File: src/rtl/shared_reg_arbiter_if.sv
// shared_reg_arbiter_if: request/data inputs and shared register outputs.
// master drives req/data_in; slave (the arbiter) drives the rest.
interface shared_reg_arbiter_if #(
  parameter int WIDTH = 4,
  parameter int NREQ  = 4
);
  localparam int IW = $clog2(NREQ);

  logic [NREQ-1:0]       req;
  logic [NREQ*WIDTH-1:0] data_in;
  logic [NREQ-1:0]       gnt;
  logic [WIDTH-1:0]      out;
  logic                  upd;
  logic                  out_valid;
  logic [IW-1:0]         owner;

  modport master (
    output req,
    output data_in,
    input  gnt,
    input  out,
    input  upd,
    input  out_valid,
    input  owner
  );

  modport slave (
    input  req,
    input  data_in,
    output gnt,
    output out,
    output upd,
    output out_valid,
    output owner
  );
endinterface

File: src/rtl/shared_reg_arbiter.sv
// shared_reg_arbiter: round-robin writer of one shared WIDTH-bit register.
// Ports: clk, rst_n (async low), bus.slave (req/data_in in; gnt/out/upd/out_valid/owner out).
module shared_reg_arbiter #(
  parameter int WIDTH       = 4,
  parameter int NREQ        = 4,
  parameter int HOLD_CYCLES = 2
) (
  input  logic                 clk,
  input  logic                 rst_n,
  shared_reg_arbiter_if.slave  bus
);

  localparam int IW = $clog2(NREQ);
  localparam int CW = (HOLD_CYCLES > 0) ? $clog2(HOLD_CYCLES + 1) : 1;

  localparam logic [IW-1:0]   LAST_RST = IW'(NREQ - 1);
  localparam logic [CW-1:0]   HOLD_LD  = CW'(HOLD_CYCLES);
  localparam logic [CW-1:0]   CNT_ONE  = CW'(1);
  localparam logic [NREQ-1:0] GNT_ONE  = NREQ'(1);

  typedef enum logic [1:0] {
    IDLE,
    LOAD,
    HOLD
  } state_e;

  state_e state_q, state_d;

  logic [NREQ-1:0]  gnt_q, gnt_d;
  logic [WIDTH-1:0] out_q, out_d;
  logic             upd_q, upd_d;
  logic             valid_q, valid_d;
  logic [IW-1:0]    owner_q, owner_d;
  logic [IW-1:0]    last_q, last_d;
  logic [IW-1:0]    win_q, win_d;
  logic [CW-1:0]    cnt_q, cnt_d;

  logic [WIDTH-1:0] words [NREQ];
  logic [WIDTH-1:0] win_word;
  logic [IW-1:0]    pick;
  logic             found;

  always_comb begin
    for (int i = 0; i < NREQ; i++) begin
      words[i] = bus.data_in[i*WIDTH +: WIDTH];
    end
  end

  assign win_word = words[win_q];

  // Scan from last+1 upward; explicit wrap keeps non-power-of-two
  // NREQ from indexing past the top requester.
  always_comb begin
    int idx;
    idx   = 0;
    pick  = '0;
    found = 1'b0;
    for (int k = 1; k <= NREQ; k++) begin
      idx = int'(last_q) + k;
      if (idx >= NREQ) begin
        idx = idx - NREQ;
      end
      if (!found && bus.req[idx]) begin
        found = 1'b1;
        pick  = IW'(idx);
      end
    end
  end

  always_comb begin
    state_d = state_q;
    gnt_d   = '0;
    out_d   = out_q;
    upd_d   = 1'b0;
    valid_d = valid_q;
    owner_d = owner_q;
    last_d  = last_q;
    win_d   = win_q;
    cnt_d   = cnt_q;
    unique case (state_q)
      IDLE: begin
        if (found) begin
          state_d = LOAD;
          win_d   = pick;
          gnt_d   = GNT_ONE << pick;
        end
      end
      LOAD: begin
        // Dropped request aborts without touching last, so the
        // same requester stays first in line.
        state_d = IDLE;
        if (bus.req[win_q]) begin
          out_d   = win_word;
          owner_d = win_q;
          last_d  = win_q;
          valid_d = 1'b1;
          upd_d   = 1'b1;
          if (HOLD_CYCLES > 0) begin
            state_d = HOLD;
            cnt_d   = HOLD_LD;
          end
        end
      end
      HOLD: begin
        cnt_d = cnt_q - CNT_ONE;
        if (cnt_q == CNT_ONE) begin
          state_d = IDLE;
        end
      end
      default: begin
        state_d = IDLE;
      end
    endcase
  end

  always_ff @(posedge clk or negedge rst_n) begin
    if (!rst_n) begin
      state_q <= IDLE;
      gnt_q   <= '0;
      out_q   <= '0;
      upd_q   <= 1'b0;
      valid_q <= 1'b0;
      owner_q <= '0;
      last_q  <= LAST_RST;
      win_q   <= '0;
      cnt_q   <= '0;
    end else begin
      state_q <= state_d;
      gnt_q   <= gnt_d;
      out_q   <= out_d;
      upd_q   <= upd_d;
      valid_q <= valid_d;
      owner_q <= owner_d;
      last_q  <= last_d;
      win_q   <= win_d;
      cnt_q   <= cnt_d;
    end
  end

  assign bus.gnt       = gnt_q;
  assign bus.out       = out_q;
  assign bus.upd       = upd_q;
  assign bus.out_valid = valid_q;
  assign bus.owner     = owner_q;

endmodule

File: src/flat_wrapper.sv
// flat-port wrapper written by rule: the top's interface ports become plain ports
module shared_reg_arbiter_flat 
#(
  parameter int WIDTH       = 4,
  parameter int NREQ        = 4,
  parameter int HOLD_CYCLES = 2
)
  (clk, rst_n, bus_req, bus_data_in, bus_gnt, bus_out, bus_upd, bus_out_valid, bus_owner);
  shared_reg_arbiter_if #(.WIDTH(WIDTH), .NREQ(NREQ)) bus_i ();
  input  logic clk;
  input  logic rst_n;
  input wire logic [$bits(bus_i.req)-1:0] bus_req;
  input wire logic [$bits(bus_i.data_in)-1:0] bus_data_in;
  output wire logic [$bits(bus_i.gnt)-1:0] bus_gnt;
  output wire logic [$bits(bus_i.out)-1:0] bus_out;
  output wire logic [$bits(bus_i.upd)-1:0] bus_upd;
  output wire logic [$bits(bus_i.out_valid)-1:0] bus_out_valid;
  output wire logic [$bits(bus_i.owner)-1:0] bus_owner;
  assign bus_i.req = bus_req;
  assign bus_i.data_in = bus_data_in;
  assign bus_gnt = bus_i.gnt;
  assign bus_out = bus_i.out;
  assign bus_upd = bus_i.upd;
  assign bus_out_valid = bus_i.out_valid;
  assign bus_owner = bus_i.owner;
  shared_reg_arbiter #(.WIDTH(WIDTH), .NREQ(NREQ), .HOLD_CYCLES(HOLD_CYCLES)) u_core (.clk(clk), .rst_n(rst_n), .bus(bus_i));
endmodule
File: config.mk
export PLATFORM = sky130hd
export DESIGN_NAME = shared_reg_arbiter_flat
export DESIGN_NICKNAME = d
export VERILOG_FILES = /design/src/rtl/shared_reg_arbiter_if.sv /design/src/rtl/shared_reg_arbiter.sv /design/src/flat_wrapper.sv
export SDC_FILE = /design/constraint.sdc
export NUM_CORES = 1
export LEC_CHECK = 0
export ABC_AREA = 1
export CAP_MARGIN = 0
export CORE_MARGIN = 5
export CORE_UTILIZATION = 41
export DETAILED_ROUTE_END_ITERATION = 12
export GPL_TIMING_DRIVEN = 0
export PLACE_DENSITY = 0.71
export SKIP_LAST_GASP = 1
export SLEW_MARGIN = 20
export SYNTH_ARGS = -nofsm -noshare
export SYNTH_HDL_FRONTEND = slang
export SYNTH_SLANG_ARGS = --single-unit
File: constraint.sdc
create_clock -name clk -period 1.53 [get_ports clk]
set_clock_uncertainty 0.1 [all_clocks]
set_input_delay 0.153 -clock clk [delete_from_list [all_inputs] [get_ports clk]]
set_output_delay 0.153 -clock clk [all_outputs]
set_load 0.05 [all_outputs]
==> summary.md, run 1 <==
| Metric | Value |
|---|---|
| Post-synth top area share | 40.0% |
| CTS root buffer | clkbuf_4 |
| Largest net degree at the start of global routing | 21 |
| Slew HR | 40.7% |
| Via count | 1,119 |
| Final RePlAce weighted congestion | 0.845 |
| Chip Height | 62.4 µm |
| Post-synthesis register bit count | 20 |
| CTS Buffer Depth | 2 |
| Post-route non-filler standard cell count | 221 |
| Seq/Total Area, Yosys | 44.7% |
| Max-cap violations | 0 |
| Global route overflow | 0 |
| Port bufs | 33 |
| Largest stage delay, worst path | 620 ps |
| Initial antenna violation count | 0 |
| Core Area | 2690 µm² |
| CTS H-tree lvls | 1 |
| Arrival time at the worst endpoint | 1790 ps |
| Final min period | 1700 ps |
| Reg2reg path depth | 10 |
| Fraction of layout cells with a size suffix above 1 | 29.5% |
| Netlist cell types | 25 |
| DRC Markers | 0 |
| Worst Hold Class | input port to async pin |
| Iter 0 DRT Violations | 93 |
| Status | finished with violations |
| CP max-delay cell | dfstp_2 |
| Layout area overhead | 48.4% |
| Hold buffers post-CTS | 0 |
| Failing checks | negative setup slack |
| Tot Pwr | 3.63 mW |
| Synth warn | 0 |
| Setup crit start kind | register |
| DR pass1 iterations | 4 |
| Final core occ | 62.1% |
| Hold Fails Final Rpt | 0 |
| Syn Nets | 169 |
| Syn_area_per_cell | 7.70 µm² |
| Starting Density | 41.9% |
| DR WL/cell | 13.6 µm |
| Routed vias/inst | 5.06 |
| Post-Syn Area | 1120 µm² |
| Final Cell Area | 1670 µm² |
| Crit-path cells | buf_4 -> nand2_1 -> nand2_2 -> nand2_2 -> nand2_2 -> nor2_1 -> nand2_1 -> nand4_4 -> nand2_4 -> nand2_2 |
| Crit-path max FO | 5 |
| First-pass GRT wire length | 5140 µm |
| Fmax | 0.590 GHz |
| Std-Cell Rows | 19 |
| DIE AREA | 3890 µm² |
| Placed cell area | 1490 µm² |
| Clock buffer count from CTS | 3 |
| # IOs | 34 |
| Commonest non-fill, non-tap cell in the layout | nand2_1 |
| Die span in x | 62.4 µm |
| Required time worst endpoint | 1630 ps |
| Clk slew on worst S/H paths | 110 ps |
| Clk_lat worst skew | 290 ps |
| Leakage power | 0.820 nW |
| Worst hold margin | 250 ps |
| Clock Sinks | 20 |
| Cells after synthesis | 146 |
| Ant. Diodes | 0 |
| Largest cells by area after synthesis | dfrtp_1 (40%), nand2_1 (16%), o21ai_0 (5.3%), nand2_2 (5.0%), nor2_1 (5.0%) |
| Worst Tran Pin Value | 887 ps |
| Placed cell count | 210 |
| Vias in the first global route | 1,180 |
| Cell repeated most along the worst path | nand2_2 |
| CP Class | register to register |
| Yosys top cell by area | dfrtp_1 |
| Setup violators final | 7 |
| Peak supply drop | 1.42 mV |
| TritonCTS clock tree | built |
| CP Capture Type | register |
| Period Utilization, post-route | 111% |
| Total Routed Length | 3000 µm |
| # nets final | 214 |
| RSZ-0062 raised after global routing | true |
| Post-DP HPWL | 2270 µm |
| Pre-CTS WS | -246 ps |
| Setup TNS | -826 ps |
| Tot GR Track Use | 16.0% |
| Most frequent cells in the layout | nand2_1 (39), clkdlybuf4s50_1 (21), dfrtp_1 (17), nand2_2 (13), nor2_1 (13) |
| Pwr Density | 2180 nW/µm² |
| Final Max Slew Viols | 0 |
| Post-route setup slack | -165 ps |
| Antenna Nets Post-Route | 0 |
==> state kept, by name, summed over array words and instances (netlist names) <==
register	count
u_core.bus.gnt	4
u_core.bus.out	4
u_core.bus.owner	2
u_core.cnt_q	2
u_core.last_q	2
u_core.state_q	2
u_core.win_q	2
u_core.bus.out_valid	1
u_core.bus.upd	1
==> worst max-delay path, delay by kind of cell, from the launching register on <==
kind | cells | cell delay [ps]
simple gates | 9 | 750
buf+inv | 1 | 130
flops | 1 | 620
==> cells in the mapped netlist <==
cell      number
a21oi_1        2
nor2_1        15
nand4_2        1
o21ai_2        2
dfrtp_1       18
buf_2          2
nand2_1       47
nand2_2        9
o21ai_0       12
nor2_2         3
or2_2          1
nand3_1        8
clkinv_2       1
dfstp_2        2
nand4_4        1
inv_1          8
nand4_1        1
buf_6          1
nand2_4        1
ha_1           1
or2_1          1
inv_2          3
o211ai_2       1
o21ai_1        1
o22ai_1        4
==> kinds of logic after synthesis <==
| family | Yosys count | synth area share (%) |
|---|---|---|
| and+or+nand+nor | 88 | 36.6 |
| AOI/OAI and AO/OA | 22 | 11.6 |
| adders and majority gates | 1 | 1.11 |
| buffers and inverters | 15 | 6.01 |
| DFF | 20 | 44.7 |
==> metal layers <==
layer  vias to the layer above  share of wire, %  GRT usage [%]
met5                         -                 0              0
met4                         0               1.5           6.10
met3                         7               4.8           3.42
met2                        30                52           29.0
met1                       521                42           18.0
li1                        561                 -              -
==> path summary, 6_finish.rpt <==
check / startpoint / slack (ps) / end
worst min register to register: u_core.bus.out_valid$_DFFE_PN0P_ / 380 / u_core.bus.out_valid$_DFFE_PN0P_
max in group asynchronous: rst_n / 480 / u_core.win_q[1]$_DFFE_PN0P_
worst max register to register: u_core.last_q[1]$_DFFE_PN1P_ / -170 / u_core.win_q[1]$_DFFE_PN0P_
min in group clk: u_core.bus.out_valid$_DFFE_PN0P_ / 380 / u_core.bus.out_valid$_DFFE_PN0P_
worst min-delay path: rst_n / 250 / u_core.bus.gnt[0]$_DFF_PN0_
worst max-delay path: u_core.last_q[1]$_DFFE_PN1P_ / -170 / u_core.win_q[1]$_DFFE_PN0P_
==> area by class of cell <==
class                           instances  area [µm²]
Fill cell                             247        1020
Multi-Input combinational cell        111         639
Sequential cell                        20         504
Timing Repair Buffer                   41         379
Inverter                               12        55.1
Tap cell                               31        38.8
Clock buffer                            4        36.3
Buffer                                  2        16.3
==> report_power, final <==
part           leakage (nW)  total, mW  switching (mW)  internal, mW
combinational         0.555       2.42            1.57         0.846
sequential            0.244      0.913           0.153         0.760
clock                0.0210      0.301           0.156         0.145
total                 0.820       3.63            1.88          1.75
==> timing repair <==
item                                    in CTS  in global routing
pin swaps                                    4                  7
endpoints found under the setup margin      24                 18
cloned                                       1                  0
hold endpoints to repair                     0                  0
gates resized for setup                     19                 23
buffers inserted                             2                  5
Note: power is estimated with default switching activity, not from simulation.
==> run 2, diff against run 1 <==
--- a/config.mk
+++ b/config.mk
@@ -11,7 +11,7 @@
 export CORE_UTILIZATION = 41
 export DETAILED_ROUTE_END_ITERATION = 12
 export GPL_TIMING_DRIVEN = 0
-export PLACE_DENSITY = 0.71
+export PLACE_DENSITY_LB_ADDON = 0.1
 export SKIP_LAST_GASP = 1
 export SLEW_MARGIN = 20
 export SYNTH_ARGS = -nofsm -noshare
==> run 2 against run 1 <==
Fmax rose by 2.1%. Combinational power shrank 2%. Global-route usage decreased by 0.81 points. Wire length shrank 4.7%. The flow still finishes with violations (negative setup slack). Largest power group unchanged. Sequential cell count did not move. Non-clock buffer count unchanged. Design area shrank 2.3%. Critical endpoint is now u_core.bus.gnt[3]$_DFF_PN0_. Via count down 1.5%. Sequential power is 2% lower.
==> summary.md, run 2 (synthesis results as in run 1) <==
| Metric | Value |
|---|---|
| Status | finished with violations |
| Failing checks | negative setup slack |
| CTS root buffer | clkbuf_4 |
| DIE AREA | 3890 µm² |
| Required time worst endpoint | 1660 ps |
| # IOs | 34 |
| Worst Hold Class | input port to async pin |
| Vias in the first global route | 1,108 |
| Cell repeated most along the worst path | buf_4 |
| RSZ-0062 raised after global routing | true |
| Chip Height | 62.4 µm |
| Port bufs | 33 |
| Leakage power | 0.810 nW |
| Clk_lat worst skew | 290 ps |
| Hold buffers post-CTS | 0 |
| NetSw | 1.84 mW |
| Final Max Slew Viols | 0 |
| Most frequent cells in the layout | nand2_1 (40), clkdlybuf4s50_1 (21), dfrtp_1 (18), nand2_2 (13), nor2_1 (13) |
| Post-route setup slack | -130 ps |
| Std-Cell Rows | 19 |
| Worst hold margin | 253 ps |
| Reg power frac | 25.6% |
| TritonCTS clock tree | built |
| # nets final | 214 |
| DR WL/cell | 13.0 µm |
| Reg area | 503 µm² |
| Clock network power share | 6.7% |
| DR pass1 iterations | 4 |
| Fillers | 255 |
| Comb pwr share | 67.8% |
| Antenna Nets Post-Route | 0 |
| Tot GR Track Use | 15.2% |
| CP top delay family | flip-flops |
| Final RePlAce weighted congestion | 0.829 |
| CP max-delay cell | dfstp_2 |
| Starting Density | 41.9% |
| Period Utilization, post-route | 109% |
| Die span in x | 62.4 µm |
| Sw Share | 52.4% |
| Largest stage delay, worst path | 590 ps |
| CP Capture Type | register |
| Fraction of layout cells with a size suffix above 1 | 27.0% |
| Multi-input logic area | 628 µm² |
| Clk slew on worst S/H paths | 110 ps |
| Pint | 1.66 mW |
| Initial antenna violation count | 0 |
| Clock Sinks | 20 |
| Final min period | 1660 ps |
| Pre-CTS WS | -259 ps |
| Commonest non-fill, non-tap cell in the layout | nand2_1 |
| Crit-path cells | buf_4 -> nand2_1 -> nand2_2 -> nand2_2 -> buf_4 -> buf_4 -> nand4_4 -> nand2_4 -> nor2_2 |
| Critical path buffers and inverters | 3 |
| CP Class | register to register |
| Setup crit start kind | register |
| Clock buffer count from CTS | 3 |
| Global route overflow | 0 |
| CTS H-tree lvls | 1 |
| Worst Tran Pin Value | 885 ps |
| Largest net degree at the start of global routing | 21 |
| Via count | 1,102 |
| First-pass GRT wire length | 4940 µm |
| Total Routed Length | 2860 µm |
| Arrival time at the worst endpoint | 1790 ps |
| Slew HR | 40.8% |
| Routed vias/inst | 5.01 |
| Crit-path max FO | 4 |
| Post-DP HPWL | 2090 µm |
| DRC Markers | 0 |
| Max-cap violations | 0 |
| Pwr Density | 2150 nW/µm² |
| Peak supply drop | 1.37 mV |
| Hold Fails Final Rpt | 0 |
| Iter 0 DRT Violations | 40 |
| CTS Buffer Depth | 2 |
| Core Area | 2690 µm² |
| Ant. Diodes | 0 |
| Layout area overhead | 44.9% |
| Fmax | 0.602 GHz |
| Setup violators final | 8 |
==> run 2: power by group through the flow <==
stage	Clock, mW	Combinational, mW	Sequential [mW]
after floorplan	0	1.20	1.24
after CTS	0.246	2.15	0.895
after detailed placement	0	2.09	0.904
after global placement	0	2.05	0.901
after global routing	0.274	2.61	0.928
final	0.234	2.37	0.894
==> run 2: cell type report <==
class / instances / area share [%]
plain buffers: 3 / 1.30
clock buffers: 3 / 1.38
inverters: 12 / 2.99
multi-input cells: 111 / 38.5
flip-flops and latches: 20 / 30.9
well taps: 31 / 2.38
repair buffers: 40 / 22.6
==> run 2: final timing paths <==
kind,start,end,slack [ps],depth (start not counted)
max,u_core.last_q[0]$_DFFE_PN1P_,u_core.bus.gnt[3]$_DFF_PN0_,-130,9
min,rst_n,u_core.bus.gnt[0]$_DFF_PN0_,250,1
max reg2reg,u_core.last_q[0]$_DFFE_PN1P_,u_core.bus.gnt[3]$_DFF_PN0_,-130,9
min reg2reg,u_core.bus.out_valid$_DFFE_PN0P_,u_core.bus.out_valid$_DFFE_PN0P_,370,1
max in group asynchronous,rst_n,u_core.bus.owner[0]$_DFFE_PN0P_,530,1
min in group clk,u_core.bus.out_valid$_DFFE_PN0P_,u_core.bus.out_valid$_DFFE_PN0P_,370,1
==> run 2: routing by layer <==
metal / wire length (µm) / global-route usage, %
met1: 1260 / 19.9
met4: 38 / 4.77
met3: 96 / 2.70
met2: 1470 / 25.3
met5: 0 / 0
==> run 2: timing repair <==
| item | 4_1_cts | 5_1_grt |
|---|---|---|
| endpoints found under the setup margin | 23 | 18 |
| pin swaps | 3 | 11 |
| cloned | 1 | 0 |
| resized for setup | 17 | 16 |
| buffers inserted | 3 | 3 |
==> run 2: per-stage QoR <==
stage / area (µm²) / util, % / total power [mW] / std cells / setup TNS, ps
after CTS: 1550 / 57.8 / 3.30 / 217 / -710
after global routing: 1630 / 60.7 / 3.81 / 220 / -2700
after detailed placement: 1490 / 55.6 / 3.00 / 210 / -2260
after floorplan: 1120 / - / 2.44 / 146 / 0
final: 1630 / 60.7 / 3.50 / 220 / -765
after global placement: 1490 / 55.6 / 2.95 / 210 / -1770
